$ cat config.mk
export PLATFORM = sky130hd
export DESIGN_NAME = note_spawn_scheduler
export DESIGN_NICKNAME = d
export VERILOG_FILES = /design/src/rtl/note_pkg.sv /design/src/rtl/note_spawn_scheduler_lfsr16.sv /design/src/rtl/note_spawn_scheduler.sv
export SDC_FILE = /design/constraint.sdc
export NUM_CORES = 1
export LEC_CHECK = 0
export ABC_AREA = 1
export BUFFER_PORTS_ARGS = -buffer_cell sky130_fd_sc_hd__buf_2
export CAP_MARGIN = 20
export CORE_MARGIN = 2
export CORE_UTILIZATION = 35
export CTS_CLUSTER_SIZE = 28
export DETAILED_ROUTE_END_ITERATION = 8
export PLACE_DENSITY = 0.52
export SLEW_MARGIN = 10
export SYNTH_ARGS = -nofsm -noshare
export SYNTH_HDL_FRONTEND = slang
export SYNTH_SLANG_ARGS = --single-unit
export TNS_END_PERCENT = 1
$ cat constraint.sdc
create_clock -name Clk -period 2.9 [get_ports Clk]
set_input_delay 0.29 -clock Clk [delete_from_list [all_inputs] [get_ports Clk]]
set_output_delay 0.29 -clock Clk [all_outputs]
set_load 0.01 [all_outputs]
$ cat src/rtl/note_pkg.sv
`default_nettype none
// =============================================================================
// note_pkg: shared lane, scheduler-state and LFSR definitions.   Rev 1.0
// =============================================================================
package note_pkg;

  localparam int NUM_LANES = 5;

  typedef enum logic [2:0] {
    LANE_GREEN  = 3'd0,
    LANE_RED    = 3'd1,
    LANE_YELLOW = 3'd2,
    LANE_BLUE   = 3'd3,
    LANE_ORANGE = 3'd4
  } lane_e;

  typedef enum logic [1:0] {
    ST_OFF  = 2'd0,
    ST_GAP  = 2'd1,
    ST_PICK = 2'd2,
    ST_HOLD = 2'd3
  } sched_state_t;

  // Feedback taps at bits 15, 13, 12 and 10.
  localparam logic [15:0] LFSR_TAPS     = 16'hB400;
  localparam logic [15:0] LFSR_FALLBACK = 16'h0001;

  function automatic logic [15:0] lfsr_next(input logic [15:0] l);
    return {l[14:0], ^(l & LFSR_TAPS)};
  endfunction

endpackage
`default_nettype wire

$ cat src/rtl/note_spawn_scheduler_lfsr16.sv
`default_nettype none
// =============================================================================
// lfsr16: 16-bit Fibonacci LFSR, advanced on request, zero seed remapped.  Rev 1.0
// =============================================================================
module lfsr16 (
  input  logic        Clk,
  input  logic        Reset,
  input  logic        i_advance,
  input  logic [15:0] i_seed,
  output logic [15:0] o_value
);
  import note_pkg::*;

  logic [15:0] r_lfsr;
  logic [15:0] w_seed;

  // An all-zero state would lock up the register.
  assign w_seed = (i_seed == 16'h0000) ? LFSR_FALLBACK : i_seed;

  always_ff @(posedge Clk) begin
    if (Reset) begin
      r_lfsr <= w_seed;
    end else if (i_advance) begin
      r_lfsr <= lfsr_next(r_lfsr);
    end
  end

  assign o_value = r_lfsr;

endmodule
`default_nettype wire

$ cat src/rtl/note_spawn_scheduler.sv
`default_nettype none
// =============================================================================
// note_spawn_scheduler: picks an idle fret lane each frame and holds a spawn
// request until that lane's sprite starts moving.                     Rev 1.0
// =============================================================================
module note_spawn_scheduler #(
  parameter logic [15:0] SEED        = 16'h0001,
  parameter logic [9:0]  GAP_FRAMES  = 10'd20,
  parameter logic [4:0]  DENSITY     = 5'd8,
  parameter logic [1:0]  HOLD_FRAMES = 2'd2
) (
  input  logic        Clk,
  input  logic        Reset,
  input  logic        i_frame_clk,
  input  logic        i_enable,
  input  logic [4:0]  i_lane_idle,
  output logic [4:0]  o_spawn,
  output logic        o_busy,
  output logic [15:0] o_note_count,
  output logic [7:0]  o_miss_count
);
  import note_pkg::*;

  sched_state_t r_state;
  logic         r_fc_sync;
  logic         r_fc_prev;
  logic         r_fe;
  logic [9:0]   r_gap_cnt;
  logic [1:0]   r_hold_cnt;
  logic [2:0]   r_lane;
  logic [4:0]   r_spawn;
  logic [15:0]  r_note_count;
  logic [7:0]   r_miss_count;

  logic [15:0]  w_lfsr;
  logic         w_advance;
  logic         w_hit;
  logic [2:0]   w_cand;
  logic         w_found;
  logic [2:0]   w_pick;
  logic [3:0]   w_sum;
  logic [2:0]   w_idx;
  logic         w_ack;
  logic         w_hold_done;

  // Frame edge: one sync stage then rise detect, two Clk after frame_clk rises.
  always_ff @(posedge Clk) begin
    if (Reset) begin
      r_fc_sync <= 1'b0;
      r_fc_prev <= 1'b0;
      r_fe      <= 1'b0;
    end else begin
      r_fc_sync <= i_frame_clk;
      r_fc_prev <= r_fc_sync;
      r_fe      <= r_fc_sync & ~r_fc_prev;
    end
  end

  assign w_advance = i_enable && (r_state == ST_PICK) && r_fe;

  lfsr16 u_lfsr (
    .Clk       (Clk),
    .Reset     (Reset),
    .i_advance (w_advance),
    .i_seed    (SEED),
    .o_value   (w_lfsr)
  );

  assign w_hit  = ({1'b0, w_lfsr[7:4]} < DENSITY);
  assign w_cand = (w_lfsr[2:0] >= 3'd5) ? (w_lfsr[2:0] - 3'd5) : w_lfsr[2:0];

  // Walk downward so the nearest idle lane after the candidate wins.
  always_comb begin
    w_found = 1'b0;
    w_pick  = 3'd0;
    w_sum   = 4'd0;
    w_idx   = 3'd0;
    for (int k = NUM_LANES - 1; k >= 0; k--) begin
      w_sum = {1'b0, w_cand} + 4'(k);
      w_idx = (w_sum >= 4'd5) ? 3'(w_sum - 4'd5) : w_sum[2:0];
      if (i_lane_idle[w_idx]) begin
        w_found = 1'b1;
        w_pick  = w_idx;
      end
    end
  end

  assign w_ack       = ~i_lane_idle[r_lane];
  assign w_hold_done = (({1'b0, r_hold_cnt} + 3'd1) >= {1'b0, HOLD_FRAMES});

  always_ff @(posedge Clk) begin
    if (Reset) begin
      r_state      <= ST_OFF;
      r_gap_cnt    <= 10'd0;
      r_hold_cnt   <= 2'd0;
      r_lane       <= 3'd0;
      r_spawn      <= 5'd0;
      r_note_count <= 16'd0;
      r_miss_count <= 8'd0;
    end else if (!i_enable) begin
      r_state <= ST_OFF;
      r_spawn <= 5'd0;
    end else begin
      case (r_state)
        ST_OFF: begin
          r_state   <= ST_GAP;
          r_gap_cnt <= GAP_FRAMES;
        end
        ST_GAP: begin
          if (r_fe) begin
            if (r_gap_cnt == 10'd0) r_state <= ST_PICK;
            else                    r_gap_cnt <= r_gap_cnt - 10'd1;
          end
        end
        ST_PICK: begin
          if (r_fe && w_hit && w_found) begin
            r_state    <= ST_HOLD;
            r_spawn    <= 5'd1 << w_pick;
            r_lane     <= w_pick;
            r_hold_cnt <= 2'd0;
          end
        end
        ST_HOLD: begin
          // Acknowledge beats a coincident timeout frame.
          if (w_ack) begin
            r_state      <= ST_GAP;
            r_spawn      <= 5'd0;
            r_gap_cnt    <= GAP_FRAMES;
            r_note_count <= r_note_count + 16'd1;
          end else if (r_fe) begin
            if (w_hold_done) begin
              r_state   <= ST_GAP;
              r_spawn   <= 5'd0;
              r_gap_cnt <= GAP_FRAMES;
              if (r_miss_count != 8'hFF) r_miss_count <= r_miss_count + 8'd1;
            end else begin
              r_hold_cnt <= r_hold_cnt + 2'd1;
            end
          end
        end
        default: r_state <= ST_OFF;
      endcase
    end
  end

  assign o_spawn      = r_spawn;
  assign o_busy       = (r_state == ST_HOLD);
  assign o_note_count = r_note_count;
  assign o_miss_count = r_miss_count;

endmodule
`default_nettype wire

==> impl_metrics.py <==
metrics = {
    "status": {
        "status": "finished, violations left",
        "failed_checks": "negative setup slack",
    },
    "critical_path": {
        "slowest_delay_ps": 350,
        "cpMostUsedCell": "nand2_2",
        "cp-endpoint": "o_spawn[2]$_SDFFE_PP0P_",
        "path_max_fanout": 6,
        "worstReg2RegEnd": "o_spawn[2]$_SDFFE_PP0P_",
        "r2r_start": "u_lfsr.o_value[0]$_SDFFE_PP1P_",
        "worst_setup_path_start_kind": "register",
        "critPathKind": "register to register",
        "cp_slowest_cell": "dfxtp_4",
        "rrSetupSlack_ps": -150,
        "arrival_ps": 3290,
        "critPathCaptureType": "register",
        "cp-startpoint": "u_lfsr.o_value[0]$_SDFFE_PP1P_",
        "required_ps": 3140,
        "r2r_cells": 28,
    },
    "clock_network": {
        "hold_buffers": 0,
        "cts_tree": "done",
        "clk_pin_slew_worst_paths_ps": 70,
        "clockBufferDepth": 2,
        "clock_sinks": 65,
        "clockRootBuffer": "clkbuf_8",
        "numCtsBuffers": 9,
        "clkLatencyLatePin_ps": 350,
        "h-tree-depth": 3,
    },
    "final_layout": {
        "fin_cells": 816,
        "seq_area_um2": 1306,
        "fill_cells": 1108,
        "insertedDiodeCount": 0,
        "drive_gt1_share_pct": 27.37,
        "multi_input_area_um2": 2482,
        "area_growth_pct": 28.12,
        "fin_nets": 699,
    },
    "detailed_routing": {
        "via_per_inst": 4.831,
        "drc": 0,
        "drt-total-wl_mm": 9.841,
        "dr.pass1.iters": 4,
        "ant_nets": 0,
        "drt-initial-drc-count": 176,
        "via_count": 3942,
        "avgRoutedWirePerCell_um": 12.06,
    },
    "power_and_ir_drop": {
        "power_density_nw_per_um2": 461.0,
        "power.switching_w": 0.0007216,
        "combPwrFrac_pct": 21.8,
        "p_leak_nw": 2.263,
        "power_frac_seq_pct": 42.8,
        "vdd_drop_max_uv": 359.7,
        "swShare_pct": 31.03,
        "p_int_w": 0.001604,
        "clkPwrFrac_pct": 35.3,
    },
    "place": {
        "place_ws_ps": -246.0,
        "dp_hpwl_mm": 7.413,
        "dp.cells": 797,
        "numPortBuffers": 38,
        "gp_congestion": 0.8460,
    },
    "global_route": {
        "antenna_found_initial": 0,
        "grt_usage_pct": 17.67,
        "grt_pass1_wl_mm": 16.97,
        "grt_start_max_net_pins": 24,
        "grt_pass1_vias": 3822,
        "gr-total-overflow": 0,
    },
    "floorplanning": {
        "fp-row-count": 38,
        "die-area_um2": 12110,
        "num_io_pins": 39,
        "initial_core_util_pct": 36.16,
        "die_w_um": 110.1,
        "core_area_um2": 10890,
        "die_h_um": 110.1,
    },
    "sta": {
        "rsz0062_at_grt": "true",
        "worstMarginPinSlew_ps": 552.8,
        "final_max_slew_viol_count": 0,
        "fin_crit_ps": 3054,
        "setup_viol_count_final": 12,
        "fmax_mhz": 327.4,
        "worst_hold_slack_ps": 147.0,
        "max_slew_margin_pct": 63.11,
        "timing.final.crit_share_pct": 105.3,
        "setup_ws_ps": -154.4,
        "finalClockSkew_ps": 8.662,
        "finalHoldViolCount": 0,
    },
    "synthesis": {
        "synthArstFlopShare_pct": 0,
        "synth_area_leaders": "dfxtp_1 33%, nand2_1 8.7%, inv_1 7.4%",
        "ys_ff_latch": 65,
        "synth-edff-count": 0,
        "syn_area_um2": 3938,
        "ys_top_cells_by_count": "91 x nand2_1, 78 x inv_1, 70 x nor2_1",
        "ys_types": 34,
        "syn_inst": 586,
        "synth_top_cell_by_area": "dfxtp_1",
        "yosysMostFrequentCell": "nand2_1",
        "yosysSeqAreaShare_pct": 33.05,
        "yosysWarnings": 0,
        "ys.flop_type": "dfxtp_1",
        "avgSynthCellArea_um2": 6.719,
        "synth_top_area_share_pct": 33.05,
        "syn-num-nets": 614,
    },
    "run": {
        "cap_viol_max_count": 0,
    },
    "min_path": {
        "min_path_type": "input port to register",
    },
}
worst min-delay path by stage:
stage | from | endpoint | slack (ps) | depth (start not counted)
after floorplan | r_fc_prev$_SDFF_PP0_ | r_fe$_SDFF_PP0_ | 370 | 1
after global placement | r_fc_prev$_SDFF_PP0_ | r_fe$_SDFF_PP0_ | 380 | 1
after detailed placement | r_fc_prev$_SDFF_PP0_ | r_fe$_SDFF_PP0_ | 380 | 1
after CTS | i_frame_clk | r_fc_sync$_SDFF_PP0_ | 140 | 3
after global routing | i_frame_clk | r_fc_sync$_SDFF_PP0_ | 170 | 3
final | i_frame_clk | r_fc_sync$_SDFF_PP0_ | 150 | 3
critical path: cells and delay by family (launching register included):
kind	cells	cell delay, ps
flops	1	350
buf+inv	5	410
fa+ha+maj	3	640
compound gates	2	100
simple gates	18	1430
state kept, by name, summed over array words and instances (netlist names):
name,flops
r_lane,3
r_gap_cnt,10
r_hold_cnt,2
r_state,2
u_lfsr.o_value,16
o_note_count,16
r_fc_prev,1
o_spawn,5
r_fe,1
r_fc_sync,1
o_miss_count,8
routing by layer:
| layer | vias to the layer above | routed length (µm) | track usage, % |
|---|---|---|---|
| met4 | 0 | 233 | 7.685 |
| li1 | 2091 | - | - |
| met3 | 20 | 359 | 4.056 |
| met1 | 1772 | 4574 | 20.64 |
| met5 | - | 0 | 0 |
| met2 | 59 | 4674 | 30.76 |
cell usage in the layout (no fill, tap or decap), types with 5 or more instances in the layout:
| cell | count |
|---|---|
| inv_2 | 12 |
| a31oi_1 | 5 |
| nand2_1 | 83 |
| o21a_1 | 6 |
| nand2_4 | 13 |
| o21ai_0 | 37 |
| ha_1 | 10 |
| nand4_1 | 10 |
| o21ai_1 | 6 |
| nor3_1 | 16 |
| nor2_2 | 6 |
| a211oi_1 | 8 |
| buf_4 | 44 |
| dfxtp_1 | 63 |
| nor2_1 | 67 |
| nand3_2 | 9 |
| a21oi_1 | 44 |
| buf_2 | 38 |
| nand2_2 | 21 |
| ha_4 | 5 |
| inv_1 | 75 |
| clkbuf_8 | 12 |
| nand3_1 | 49 |
area by class of cell:
cell class              instances  share of cell area [%]
repair buffers                 82                   10.32
inverters                      90                   6.845
flip-flops and latches         65                   25.89
clock buffers                  12                   3.274
multi-input cells             423                   49.21
clock inverters                 4                  0.9921
well taps                     140                   3.472
power by group through the flow:
stage               logic, W  registers [W]  clock network, W
floorplan           0.000376        0.00101                 0
global placement    0.000483        0.00101                 0
detailed placement  0.000487        0.00102                 0
CTS                 0.000503       0.000997          0.000846
global route        0.000588        0.00101          0.000883
finish              0.000508       0.000997          0.000821
kinds of logic after synthesis:
logic type / count (synthesis) / share of synthesized area [%]
and+or+nand+nor: 286 / 34.54
adders and majority gates: 19 / 6.228
buffers and inverters: 98 / 9.501
xor gates and xnor gates: 3 / 0.6674
AOI/OAI and AO/OA: 115 / 16.02
DFF: 65 / 33.05
repair_timing:
item	in CTS	in global routing
pin swaps	16	6
gates resized for setup	34	11
buffers inserted	2	1
endpoints found under the setup margin	12	12
per-stage QoR:
stage / instance area [µm²] / utilization [%] / TNS, ps / power [W]
6_report: 5045 / 46.33 / -1370 / 0.002326
5_1_grt: 5045 / 46.33 / -4532 / 0.002476
4_1_cts: 4994 / 45.86 / -891.0 / 0.002347
3_5_place_dp: 4631 / 42.53 / -2420 / 0.001502
3_3_place_gp: 4631 / 42.53 / -1638 / 0.001497
2_1_floorplan: 3991 / - / -224.0 / 0.001383
(Power assumes the default switching activity.)
